--- src/rtl/fir_mac_serial.sv ---
// Time-multiplexed FIR: one shared signed MAC, runtime-writable coefficients, rounded/saturated output.
// Sample accepted at edge E pulses out_valid after edge E+TAPS+1; in_ready only in IDLE, so the source holds samples while busy.
module fir_mac_serial #(
  parameter int DW = 16,
  parameter int CW = 8,
  parameter int TAPS = 5,
  parameter int SHIFT = 11,
  parameter int OW = 24,
  parameter logic [TAPS*CW-1:0] COEF_INIT = {8'sd2, 8'sd7, 8'sd8, 8'sd7, 8'sd2}
) (
  input  logic                     clk,
  input  logic                     reset,
  input  logic                     in_valid,
  output logic                     in_ready,
  input  logic [DW-1:0]            in_data,
  input  logic                     coef_we,
  input  logic [$clog2(TAPS)-1:0]  coef_addr,
  input  logic [CW-1:0]            coef_wdata,
  output logic                     busy,
  output logic                     out_valid,
  output logic [OW-1:0]            out_data,
  output logic                     out_sat
);

  localparam int IW = $clog2(TAPS);
  localparam int AW = DW + CW + IW;
  localparam int PW = DW + CW;
  // Output stage works one bit wider than both the accumulator and the output so
  // the rounding add cannot wrap and the clip limits are always representable.
  localparam int EW = ((AW + 1 > OW) ? AW + 1 : OW) + 1;
  localparam logic [IW-1:0] LAST   = IW'(TAPS - 1);
  localparam logic [IW:0]   TAPS_W = (IW + 1)'(TAPS);
  localparam logic signed [EW-1:0] RND  = EW'(1) <<< (SHIFT - 1);
  localparam logic signed [EW-1:0] OMAX = {{(EW-OW+1){1'b0}}, {(OW-1){1'b1}}};
  localparam logic signed [EW-1:0] OMIN = {{(EW-OW+1){1'b1}}, {(OW-1){1'b0}}};

  typedef enum logic [1:0] {S_IDLE, S_MAC, S_OUT} state_t;

  state_t                 state_q, state_d;
  logic signed [DW-1:0]   x_q [TAPS];
  logic signed [DW-1:0]   x_d [TAPS];
  logic signed [CW-1:0]   c_q [TAPS];
  logic signed [CW-1:0]   c_d [TAPS];
  logic signed [AW-1:0]   acc_q, acc_d;
  logic [IW-1:0]          idx_q, idx_d;
  logic                   out_valid_q, out_valid_d;
  logic [OW-1:0]          out_data_q, out_data_d;
  logic                   out_sat_q, out_sat_d;

  logic signed [DW-1:0]   x_sel;
  logic signed [CW-1:0]   c_sel;
  logic signed [PW-1:0]   prod;
  logic signed [EW-1:0]   acc_ext, rsum, rsh;

  assign x_sel   = x_q[idx_q];
  assign c_sel   = c_q[idx_q];
  assign prod    = $signed({{CW{x_sel[DW-1]}}, x_sel}) * $signed({{DW{c_sel[CW-1]}}, c_sel});
  assign acc_ext = {{(EW-AW){acc_q[AW-1]}}, acc_q};
  assign rsum    = acc_ext + RND;
  assign rsh     = rsum >>> SHIFT;

  always_comb begin
    state_d     = state_q;
    x_d         = x_q;
    c_d         = c_q;
    acc_d       = acc_q;
    idx_d       = idx_q;
    out_valid_d = 1'b0;
    out_data_d  = out_data_q;
    out_sat_d   = out_sat_q;
    case (state_q)
      S_IDLE: begin
        if (coef_we && ({1'b0, coef_addr} < TAPS_W)) begin
          c_d[coef_addr] = coef_wdata;
        end
        if (in_valid) begin
          x_d[0] = in_data;
          for (int k = 1; k < TAPS; k++) begin
            x_d[k] = x_q[k-1];
          end
          acc_d   = '0;
          idx_d   = '0;
          state_d = S_MAC;
        end
      end
      S_MAC: begin
        acc_d = acc_q + $signed({{IW{prod[PW-1]}}, prod});
        idx_d = idx_q + 1'b1;
        if (idx_q == LAST) begin
          state_d = S_OUT;
        end
      end
      S_OUT: begin
        if (rsh > OMAX) begin
          out_data_d = OMAX[OW-1:0];
          out_sat_d  = 1'b1;
        end else if (rsh < OMIN) begin
          out_data_d = OMIN[OW-1:0];
          out_sat_d  = 1'b1;
        end else begin
          out_data_d = rsh[OW-1:0];
          out_sat_d  = 1'b0;
        end
        out_valid_d = 1'b1;
        state_d     = S_IDLE;
      end
      default: state_d = S_IDLE;
    endcase
  end

  always_ff @(posedge clk or posedge reset) begin
    if (reset) begin
      state_q     <= S_IDLE;
      acc_q       <= '0;
      idx_q       <= '0;
      out_valid_q <= 1'b0;
      out_data_q  <= '0;
      out_sat_q   <= 1'b0;
      for (int k = 0; k < TAPS; k++) begin
        x_q[k] <= '0;
        c_q[k] <= COEF_INIT[k*CW +: CW];
      end
    end else begin
      state_q     <= state_d;
      acc_q       <= acc_d;
      idx_q       <= idx_d;
      out_valid_q <= out_valid_d;
      out_data_q  <= out_data_d;
      out_sat_q   <= out_sat_d;
      for (int k = 0; k < TAPS; k++) begin
        x_q[k] <= x_d[k];
        c_q[k] <= c_d[k];
      end
    end
  end

  assign in_ready  = (state_q == S_IDLE);
  assign busy      = (state_q != S_IDLE);
  assign out_valid = out_valid_q;
  assign out_data  = out_data_q;
  assign out_sat   = out_sat_q;

endmodule
--- config.mk ---
export PLATFORM = sky130hd
export DESIGN_NAME = fir_mac_serial
export DESIGN_NICKNAME = d
export VERILOG_FILES = /design/src/rtl/fir_mac_serial.sv
export SDC_FILE = /design/constraint.sdc
export NUM_CORES = 1
export LEC_CHECK = 0
export CAP_MARGIN = 5
export CORE_ASPECT_RATIO = 1.75
export CORE_UTILIZATION = 50
export CTS_CLUSTER_DIAMETER = 60
export DETAILED_ROUTE_END_ITERATION = 8
export PLACE_DENSITY = 0.78
export SETUP_SLACK_MARGIN = 0.02
export SLEW_MARGIN = 20
export SYNTH_ARGS = -nofsm -noshare
export SYNTH_HDL_FRONTEND = slang
export SYNTH_SLANG_ARGS = --single-unit
--- constraint.sdc ---
create_clock -name clk -period 13 [get_ports clk]
set_input_delay 1.95 -clock clk [delete_from_list [all_inputs] [get_ports clk]]
set_output_delay 1.95 -clock clk [all_outputs]
set_load 0.05 [all_outputs]
## Word-level counts from Yosys, hierarchy flattened

Cells that the tools add are included.

| storage, ports and cells | value |
|---|---|
| bits in registers | 178 |
| latch bits | 0 |
| bits in writable memories | 0 |
| memory bits (read-only) | 0 |
| input bits | 31 |
| output and inout bits | 28 |
| word-level logic and storage cells | 63 |
| memories | 0 |

| operators by class | value |
|---|---|
| add/subtract/negate cells | 3 |
| $mul | 1 |
| divide/modulo/power cells | 0 |
| order comparisons | 6 |
| eq/ne operators | 5 |
| shift-type cells | 0 |
| multiplexer cells | 21 |
| bitwise gates (word level) | 2 |
| reduce and logical (&&, ||, !) cells | 9 |

Operators by type and width:

| operator | count |
|---|---|
| one-hot mux 27 bit (2 select lines) | 1 |
| binary-select mux 16 bit (select 3 bit) | 1 |
| two-way mux 24 bit | 2 |
| bitwise mux 40 bit | 1 |
| two-way mux 16 bit | 2 |
| adder 27 x 12 -> 28 bit, second input constant | 1 |
| adder 27 x 24 -> 27 bit | 1 |
| two-way mux 27 bit | 1 |
| binary-select mux 8 bit (select 3 bit) | 1 |
| demux 8 bit (select 3 bit) | 1 |
| greater-than comparator 17 x 24 -> 1 bit, second input constant | 1 |
| less-than comparator 17 x 24 -> 1 bit, second input constant | 1 |
| multiplier 16 x 8 -> 24 bit | 1 |
| two-way mux 8 bit | 3 |
| >= comparator 4 bit, second input constant | 2 |
| NOT 3 -> 4 bit | 2 |
| AND reduction 2 bit | 4 |
| one-hot mux 3 bit (2 select lines) | 1 |
| less-than comparator 4 x 1 -> 1 bit, second input constant | 1 |
| two-way mux 2 bit | 2 |
| inequality test 2 bit, second input constant | 2 |
| one-hot mux 2 bit (2 select lines) | 1 |
| nonzero test 2 bit | 2 |
| adder 3 x 1 -> 3 bit, second input constant | 1 |
| other kinds (8) | 11 |

## Longest topological paths before layout

Gate-level depths: netlist of the first run.

| logic depth | value |
|---|---|
| depth in word-level cells | 7 |
| gate-level depth with buffers | 26 |
| gate-level depth less buffers | 24 |

## Least setup slack after synthesis of the first run

No wires, ideal clock.

| timing | value |
|---|---|
| kind | flip-flop to flip-flop |
| from | reg idx_q[0] |
| to | reg acc_q[26] |
| library setup time | 0.131 ns |
| arrival | 6.193 ns |
| data required time | 12.869 ns |
| path slack | 6.676 ns |
| stages on the path, launching flop included | 23 |
| path buffers | 2 |
| period minus slack after synthesis | 6.324 ns |
| cells stage by stage | dfrtp_1 > buf_2 > inv_2 > nor2_1 > buf_2 > a21oi_1 > o22ai_1 > nor2b_1 > fa_1 > fa_1 > inv_1 > fa_1 > inv_1 > fa_1 > ha_1 > ha_1 > a21oi_1 > nand2b_1 > a21oi_1 > a21boi_0 > o22ai_1 > xnor2_1 > o21ai_1 |

| on the way | value |
|---|---|
| cells in the longest elaborated chain, start to end | 7 |
| elaborated cells between the ends (all ways) | 10 |

RTL lines:

| element | line | text |
|---|---|---|
| start: declaration | 45 | `logic [IW-1:0] idx_q, idx_d;` |
| start signal: assignment | 126 | `idx_q <= idx_d;` |
| NOT 3 -> 4 bit (not written as such) (*) | 55, 56 |  |
| binary-select mux 16 bit (select 3 bit) / binary-select mux 8 bit (select 3 bit) (equally long branches) | 55, 56 |  |
| two-way mux 16 bit (not written as such) / two-way mux 8 bit (equally long branches) (2 in series) | 55, 56 |  |
| multiplier 16 x 8 -> 24 bit (*) | 57 | `assign prod = $signed({{CW{x_sel[DW-1]}}, x_sel}) * $signed({{DW{c_sel[CW-1]}}, c_sel});` |
| adder 27 x 24 -> 27 bit (*) | 87 | `acc_d = acc_q + $signed({{IW{prod[PW-1]}}, prod});` |
| one-hot mux 27 bit (2 select lines) (*) | 71 | `case (state_q)` |
| end signal: assignment | 114 | `acc_q <= '0;` |
| end signal: assignment | 125 | `acc_q <= acc_d;` |
| end: declaration | 44 | `logic signed [AW-1:0] acc_q, acc_d;` |

Mark *: on every way between the ends. The rest lies on a longest branch, timed or not. The select of a mux whose other input is x is not followed.
A chain may end at the register's enable or synchronous reset.

## Worst setup path after layout of the first run

| timing | value |
|---|---|
| from | reg idx_q[1] |
| to | reg acc_q[24] |

Same word-level chain as after synthesis.

==> impl_metrics.csv, run 1 <==
group,metric,value,unit
outcome,status,"finished, final reports clean",
cts,post_cts_buffers,0,
global_routing,grt_max_degree,73,
die,die_h,216,µm
sta,slew_violations,0,
yosys,async_flop_share,100,%
placed_design,gp_congestion,0.851,
yosys,synthCells,1197,
sta,slew-limit-headroom,35.5,%
placed_design,io_buffers,57,
setup_path,crit_path_frequent_cell,"fa_1",
yosys,synth_edf_count,0,
setup_path,path_max_fanout,32,
yosys,ys_seq_area_share,32.9,%
setup_path,crit_slowest_cell,"dfrtp_1",
sta,finalSetupTns,0,ns
route,ant_nets,0,
yosys,yosysWarnings,0,
route,drc,0,
setup_path,path_class,"flop to flop",
worst_hold_path,hp-class,"flop to flop",
yosys,synthesis.nets,1431,
setup_path,cp_num_cells,17,
cts,post_cts_resized,0,
setup_path,critPathTopFamily,"adder cells",
route,vias,8958,
cts,cts_tree,"done",
placed_design,placed_area,13900,µm²
route,wl_per_cell,19.1,µm
route,wl,29.8,mm
die,die_x,124,µm
route,drtIter0Drc,508,
sta,fmax,144,MHz
sta,setup_viol,0,
final_layout,finish.utilization,57.0,%
route,vias_per_cell,5.73,
sta,min_period,6.93,ns
setup_path,r2r_cells,17,
global_routing,gr-total-overflow,0,
cts,htree_levels,4,
sta,worstMarginPinSlew,0.967,ns
cts,clk_latency,0.45,ns
sta,skew,0.00985,ns
cts,cts_sinks,171,
die,num_io_pins,59,
setup_path,crit_path_max_incr_delay,0.98,ns
worst_hold_path,worstHoldPathCells,2,
setup_path,worst-path-buf-inv,2,
final_layout,area_growth,11.1,%
sta,finalHoldViolations,0,
die,start_util,51.3,%
cts,cts_root_buf,"clkbuf_16",
final_layout,diodes,0,
setup_path,crit_required,13.33,ns
global_routing,antenna_found_initial,0,
global_routing,grt_pass1_wl,48.8,mm
setup_path,arrival,7.26,ns
yosys,synth-seq-cells,171,
final_layout,nets,1470,
cts,cts_buffer_depth,2,
setup_path,crit_path_end_kind,"flop",
flow_run,cap_viol_max_count,0,
cts,numCtsBuffers,17,
final_layout,design_area,14500,µm²
cts,cts.clk_slew.worst_paths,0.07,ns
die,core,25400,µm²
die,die-area,26800,µm²
yosys,synth_ff_type,"dfrtp_1",
sta,timing.final.crit_share,53.3,%
global_routing,grt_pass1_vias,9738,
sta,hold_slack,0.478,ns
setup_path,crit_chain,"clkinv_1, a21oi_1, nand2_1, fa_1, fa_1, inv_1, fa_1, fa_1, fa_1, ha_1, o21ai_0, o21ai_1, a211oi_1, o21ai_1, o22ai_1, xor2_1, o21ai_1",
setup_path,crit_path_start_kind,"flop",
yosys,avgSynthCellArea,10.9,µm²
yosys,syn-cell-area,13100,µm²
die,rows,77,
route,detail_route.first_pass.iterations,5,
placed_design,dp_hpwl,23.0,mm
final_layout,drive_gt1_share,15.9,%
sta,rsz0062_at_grt,"false",
cts,cts_hold_buffers,0,
yosys,synth.distinct_cells,53,
global_routing,grtUsageTotal,24.1,%
layout make-up:
type | count | area (µm²)
clock buffer | 17 | 425
clock inverter | 14 | 176
fill | 2140 | 10900
inverter | 107 | 407
multi-input combinational | 862 | 8090
sequential | 171 | 4290
tap | 316 | 395
timing repair buffer | 77 | 721
metrics by stage:
step                      instances  setup slack, ns
final                          1564             6.07
after global routing           1564             5.72
after CTS                      1564             6.13
after detailed placement       1533             6.19
after global placement         1533             6.35
after floorplan                1197             6.43
tightest hold or removal path, stage by stage (launching register included):
cell and delay (ns):
dfrtp_1 0.34, nand2_1 0.05, nand2_1 0.06
cells in the final DEF, fill, tap and decap left out, drive strengths merged, types with 7 or more instances in the layout:
cell type      Yosys  final
xor2              13     13
xnor2             27     27
inv              106    113
nand3             14     14
dfrtp            162    162
mux2             120    120
a21oi             40     40
o31ai              8      8
mux2i             49     49
a21o               8      8
nor2b             12     12
ha                63     63
nand2b             9      9
clkdlybuf4s50      0     57
o21ai             38     38
nand2             98     98
o22ai             28     28
a211oi             7      7
nand4              7      7
dfstp              9      9
nor2             120    120
clkbuf            21     17
buf               36     20
o22a              14     14
fa               140    140
registers in the layout (all words and copies together), names as in the netlist:
| register | count |
|---|---|
| x_q | 80 |
| c_q | 40 |
| acc_q | 27 |
| out_data | 18 |
| idx_q | 3 |
| state_q | 2 |
| out_valid | 1 |
synthesized netlist by cell type (2+ instances only):
master	count	share of area (%)
nor2_1	120	3.5
o31ai_1	8	0.46
buf_1	4	0.11
nor3_1	5	0.19
o21ai_0	22	0.84
mux2i_1	49	3.8
o211ai_1	2	0.11
nand2_1	96	2.8
dfstp_2	9	1.8
o22a_1	14	0.94
o21a_1	2	0.11
nand3b_1	2	0.11
o21bai_1	5	0.29
a211oi_1	7	0.40
ha_1	63	6.0
and3_1	6	0.29
inv_1	101	2.9
nand4_1	7	0.34
mux2_2	120	10
xor2_1	13	0.87
a21o_1	8	0.46
buf_2	24	0.92
clkbuf_1	21	0.60
o21ai_1	16	0.61
or2_2	4	0.19
nand3_1	13	0.50
a31oi_4	2	0.33
dfrtp_1	162	31
xnor2_1	27	1.8
a21boi_0	2	0.11
nand2_2	2	0.096
o32ai_1	3	0.20
a21oi_1	40	1.5
inv_2	5	0.14
nand2b_1	9	0.43
nor2b_1	12	0.58
or4_1	2	0.11
a2111oi_0	2	0.13
fa_1	140	21
o22ai_1	28	1.3
buf_4	8	0.46
per-layer routing:
layer  wire length [µm]  GRT usage, %  part of all wire [%]  up-vias
met5                  0             0                     0        -
met4               1800          14.8                   6.0        0
met3                890          3.44                   3.0       98
met2              16800          43.9                    56      228
met1              10400          25.1                    35     4560
li1                   -             -                     -     4072
final timing paths:
check                      slack [ns]         start           end
max in group asynchronous        9.22         reset      idx_q[0]
min                              0.48  out_data[23]  out_data[23]
max                              6.07      idx_q[1]     acc_q[24]
min in group asynchronous        1.89         reset      acc_q[6]
min reg2reg                      0.48  out_data[23]  out_data[23]
max reg2reg                      6.07      idx_q[1]     acc_q[24]
kinds of logic (layout without fill, tap and decap cells):
family,count (synthesis),after routing,share of synthesized area (%)
AO/OA/AOI/OAI,166,166,8.23
other,1,1,0.0287
XOR/XNOR,40,40,2.68
AND/OR/NAND/NOR,283,283,9.39
flip-flops,171,171,32.9
buffers and inverters,164,215,5.18
multiplexers,169,169,14.1
adder cells (fa/ha/maj),203,203,27.5
Power of run 1 is not shown: default switching activity piles up to over one toggle a cycle in this logic, so the estimate is an artifact.
==> run 2, diff against run 1 <==
--- a/config.mk
+++ b/config.mk
@@ -10,7 +10,7 @@
 export CORE_UTILIZATION = 50
 export CTS_CLUSTER_DIAMETER = 60
 export DETAILED_ROUTE_END_ITERATION = 8
-export PLACE_DENSITY = 0.78
+export PLACE_DENSITY = 0.81
 export SETUP_SLACK_MARGIN = 0.02
 export SLEW_MARGIN = 20
 export SYNTH_ARGS = -nofsm -noshare
==> constraint.sdc (replaced) <==
create_clock -name clk -period 6.35 [get_ports clk]
set_input_delay 0.9525 -clock clk [delete_from_list [all_inputs] [get_ports clk]]
set_output_delay 0.9525 -clock clk [all_outputs]
set_load 0.05 [all_outputs]
==> run 2 against run 1 <==
Critical path depth rose by 2. First-iteration DRC count increased by 8.5%. Global-route usage fell by 0.12 points. Hold slack better by 0.0032 ns. Final area up 2.1%. Clock-buffer cell count up 2. Via count up 2.0%. Final cell count up 1.6%. Utilization up 1.2 points. Maximum frequency up 13%. Critical path type unchanged. Critical endpoint is now acc_q[25]. Largest cell class unchanged.
==> impl_metrics.csv, run 2 (synthesized netlist as in run 1, its figures left out) <==
group,metric,value,unit
cts,cts_tree,"done",
setup_path,crit_required,6.74,ns
sta,finalSetupTns,0,ns
die,start_util,51.3,%
global_routing,grt_max_degree,70,
final_layout,design_area,14800,µm²
setup_path,path_class,"flop to flop",
worst_hold_path,hp-class,"flop to flop",
route,ant_nets,0,
sta,setup_slack,0.233,ns
die,rows,77,
placed_design,gp_congestion,0.894,
sta,min_period,6.12,ns
sta,worstMarginPinSlew,0.811,ns
sta,slew_violations,0,
route,drc,0,
route,detail_route.first_pass.iterations,7,
cts,cts_sinks,171,
final_layout,diodes,0,
die,die-area,26800,µm²
placed_design,placed_area,14100,µm²
placed_design,dp_worst_setup_slack,0.0222,ns
sta,rsz0062_at_grt,"true",
global_routing,grt_pass1_vias,9865,
final_layout,layout_commonest_cell,"dfrtp_1",
setup_path,crit_path_end_kind,"flop",
outcome,status,"finished, final reports clean",
final_layout,reg_top3,"x_q: 80 flops, c_q: 40 flops, acc_q: 27 flops",
cts,numCtsBuffers,17,
sta,timing.final.crit_share,96.3,%
global_routing,gr-total-overflow,0,
cts,cts_buffer_depth,2,
global_routing,grt_util_met1,24.4,%
global_routing,grt_util_met2,43.1,%
setup_path,crit_path_start_kind,"flop",
sta,setup_viol,0,
route,wl_per_cell,18.8,µm
cts,clk_latency,0.45,ns
route,drtIter0Drc,551,
placed_design,dp_hpwl,22.8,mm
route,vias_per_cell,5.75,
setup_path,path_max_fanout,37,
final_layout,largest_reg_flops,80,
global_routing,grtUsageTotal,23.9,%
final_layout,final_cell_mix,"dfrtp_1, fa_1, nor2_1, mux2_2, inv_1",
final_layout,nets,1494,
final_layout,max_flop_register,"x_q",
route,wl,29.8,mm
die,core,25400,µm²
die,num_io_pins,59,
die,die_h,216,µm
setup_path,arrival,6.50,ns
flow_run,cap_viol_max_count,0,
cts,cts_root_buf,"clkbuf_16",
sta,finalHoldViolations,0,
route,vias,9140,
die,die_x,124,µm
cts,htree_levels,4,
placed_design,io_buffers,57,
sta,slew-limit-headroom,46.0,%
global_routing,met3_usage,3.46,%
sta,fmax,163,MHz
cts,cts.clk_slew.worst_paths,0.07,ns
global_routing,grt.busiest_layer,"met2",
final_layout,area_growth,13.5,%
sta,skew,0.0103,ns
global_routing,antenna_found_initial,0,
global_routing,grt_pass1_wl,48.2,mm
final_layout,drive_gt1_share,19.0,%
run 2: critical path, cell delays in order (launching register included):
cell and delay [ns]:
dfrtp_2 0.40, buf_12 0.23, mux2i_1 0.49, o22a_1 0.33, nor2_1 0.09, fa_1 0.53, inv_1 0.06, fa_1 0.48
inv_1 0.05, fa_1 0.51, fa_1 0.59, fa_1 0.43, ha_1 0.35, o21ai_1 0.12, o21bai_2 0.17, nand3_2 0.13
a31oi_4 0.29, a31oi_4 0.16, or4_1 0.50, nand3_1 0.09
run 2: path summary, 6_finish.rpt:
check,slack (ns),end,depth (start not counted),startpoint
max,0.23,acc_q[25],19,idx_q[0]
min,0.48,out_data[23],2,out_data[23]
max reg2reg,0.23,acc_q[25],19,idx_q[0]
min reg2reg,0.48,out_data[23],2,out_data[23]
max in group asynchronous,4.15,x_q[45],3,reset
min in group asynchronous,0.96,acc_q[1],2,reset
run 2: area by class of cell:
type / instances / area (µm²)
Multi-Input combinational cell: 862 / 8150
Timing Repair Buffer: 101 / 942
Sequential cell: 171 / 4290
Clock buffer: 19 / 453
Inverter: 107 / 410
Clock inverter: 13 / 170
Fill cell: 2071 / 10600
Tap cell: 316 / 395
run 2: timing repair:
action                     in CTS  in global routing
gates resized for setup         1                 19
pin swaps                       0                  1
buffers inserted                0                  6
hold buffers                    0                  0
setup endpoints to repair       1                 12
run 2: per-stage QoR:
step                hold WS, ns  util [%]  std cells
floorplan                 0.450         -       1197
global placement          0.462      55.3       1551
detailed placement        0.467      55.3       1551
CTS                       0.484      57.8       1583
global route              0.506      58.2       1589
finish                    0.482      58.2       1589
run 2: layer usage:
metal  vias to the layer above  part of all wire, %
met2                       237                   56
met5                         -                    0
met4                         0                  6.8
li1                       4111                    -
met1                      4675                   34
met3                       117                  3.0
Power of run 2 is left out for the same reason.
==> run 3, diff against run 2 <==
--- a/config.mk
+++ b/config.mk
@@ -7,6 +7,7 @@
 export LEC_CHECK = 0
 export CAP_MARGIN = 5
 export CORE_ASPECT_RATIO = 1.75
+export CORE_MARGIN = 2
 export CORE_UTILIZATION = 50
 export CTS_CLUSTER_DIAMETER = 60
 export DETAILED_ROUTE_END_ITERATION = 8
==> constraint.sdc (replaced) <==
create_clock -name clk -period 6.35 [get_ports clk]
set_input_delay 0.9525 -clock clk [delete_from_list [all_inputs] [get_ports clk]]
set_output_delay 0.9525 -clock clk [all_outputs]
set_load 0.02 [all_outputs]
==> run 3 against run 2 <==
Clock skew up 0.0013 ns. Routed wire length up 1.9%. Clock-buffer cell count down 1. Final area down 0.37%. Via count down 0.26%. Utilization down 0.96 points. First-iteration DRC count down 2.5%. Critical path type unchanged. Largest cell class unchanged.
==> impl_metrics.csv, run 3 (synthesized netlist as in run 1, its figures left out) <==
group,metric,value,unit
die,die-area,27500,µm²
worst_hold_path,hp-class,"flop to flop",
final_layout,max_flop_register,"x_q",
setup_path,path_class,"flop to flop",
worst_hold_path,min_to,"out_data[23]",
placed_design,dp_hpwl,23.4,mm
global_routing,gr-total-overflow,0,
sta,hold_slack,0.484,ns
sta,fmax,163,MHz
placed_design,placed_area,14100,µm²
sta,worstMarginPinSlew,0.980,ns
setup_path,worstReg2RegEnd,"acc_q[23]",
setup_path,reg2reg_slack,0.22,ns
final_layout,finish.utilization,57.3,%
route,drc,0,
route,wl_per_cell,19.1,µm
final_layout,seq_area,4290,µm²
final_layout,final_cell_mix,"dfrtp_1, fa_1, mux2_2, nor2_1, inv_1",
global_routing,grt_pass1_vias,10100,
cts,cts.clk_slew.worst_paths,0.07,ns
cts,cts_buffer_depth,2,
setup_path,crit_required,6.74,ns
die,die_x,126,µm
cts,cts_tree,"done",
placed_design,io_buffers,57,
final_layout,largest_reg_flops,80,
outcome,status,"finished, final reports clean",
cts,cts_root_buf,"clkbuf_16",
sta,setup_viol,0,
sta,slew-limit-headroom,34.6,%
die,core,25800,µm²
worst_hold_path,min_from,"out_data[23]",
setup_path,arrival,6.51,ns
sta,skew,0.0116,ns
setup_path,path_max_fanout,16,
sta,finalHoldViolations,0,
global_routing,grt_pass1_wl,50.6,mm
die,num_io_pins,59,
final_layout,layout_commonest_cell,"dfrtp_1",
final_layout,diodes,0,
sta,rsz0062_at_grt,"true",
die,die_h,218,µm
setup_path,r2r_cells,21,
final_layout,design_area,14800,µm²
sta,timing.final.crit_share,96.5,%
final_layout,area_growth,13.1,%
final_layout,reg_top3,"x_q: 80 flops, c_q: 40 flops, acc_q: 27 flops",
cts,cts_sinks,171,
cts,clk_latency,0.46,ns
setup_path,crit_path_start_kind,"flop",
cts,htree_levels,4,
global_routing,grtUsageTotal,23.4,%
cts,numCtsBuffers,17,
flow_run,cap_viol_max_count,0,
sta,min_period,6.13,ns
die,start_util,50.7,%
route,vias_per_cell,5.73,
route,detail_route.first_pass.iterations,5,
route,ant_nets,0,
route,vias,9116,
global_routing,antenna_found_initial,0,
placed_design,gp_congestion,0.909,
final_layout,drive_gt1_share,18.2,%
final_layout,fillers,2117,
global_routing,grt_max_degree,82,
setup_path,crit_path_end_kind,"flop",
sta,slew_violations,0,
setup_path,timing.rr.start,"idx_q[2]",
die,rows,78,
route,drtIter0Drc,537,
route,wl,30.4,mm
final_layout,nets,1492,
worst_hold_path,worstHoldPathCells,2,
sta,finalSetupTns,0,ns
final_layout,multi_input_area,8120,µm²
-- run 3: cell count changes in the layout (fill, tap and decap cells not counted), sizes merged --
cell / before / now
inv: 113 / 114
bufinv: 2 / 1
buf: 44 / 42
clkinvlp: 2 / 3
clkbuf: 19 / 18
-- run 3: critical path, stage by stage (launching register included) --
cell      delay, ns
dfrtp_2        0.46
buf_4          0.25
mux2i_1        0.26
o21ai_0        0.11
a21oi_1        0.15
buf_4          0.24
nor2_1         0.10
fa_1           0.54
inv_1          0.05
fa_1           0.50
inv_1          0.07
fa_1           0.50
fa_1           0.59
fa_1           0.44
ha_1           0.35
o21ai_1        0.11
o21bai_2       0.17
nand3_2        0.14
a31oi_4        0.28
a31oi_4        0.16
or4_1          0.49
nand3_1        0.08
-- run 3: area by class of cell --
class                   count  area share [%]
clock buffers              18            2.98
flip-flops and latches    171            29.1
well taps                 320            2.71
repair buffers             99            6.43
clock inverters            14            1.03
inverters                 107            2.75
multi-input cells         862            55.0
-- run 3: timing repair --
| item | CTS | global route |
|---|---|---|
| setup endpoints to repair | 0 | 12 |
| hold endpoints to repair | 0 | 0 |
| buffers inserted | 0 | 2 |
| resized for setup | 0 | 10 |
| hold buffers | 0 | 0 |
-- run 3: how the worst max path moves through the flow --
stage	start	end	slack (ns)	depth (start not counted)
2_1_floorplan	idx_q[0]	acc_q[26]	0.03	22
3_3_place_gp	idx_q[2]	acc_q[24]	0.20	19
3_5_place_dp	idx_q[2]	acc_q[24]	0.17	21
4_1_cts	idx_q[2]	acc_q[24]	0.07	21
5_1_grt	idx_q[2]	acc_q[26]	0.01	22
6_report	idx_q[2]	acc_q[23]	0.22	21
-- run 3: routing by layer --
layer,track usage [%],vias up,wire length [µm]
met5,0,-,0
met3,3.61,119,1090
met4,14.8,0,1970
met2,43.3,240,17000
met1,24.5,4648,10300
li1,-,4109,-
-- run 3: stage by stage --
step	instances	setup WS, ns
finish	1591	0.223
floorplan	1197	0.0261
CTS	1589	0.0699
global route	1591	0.0116
detailed placement	1557	0.171
global placement	1557	0.202
Power of run 3 is left out for the same reason.
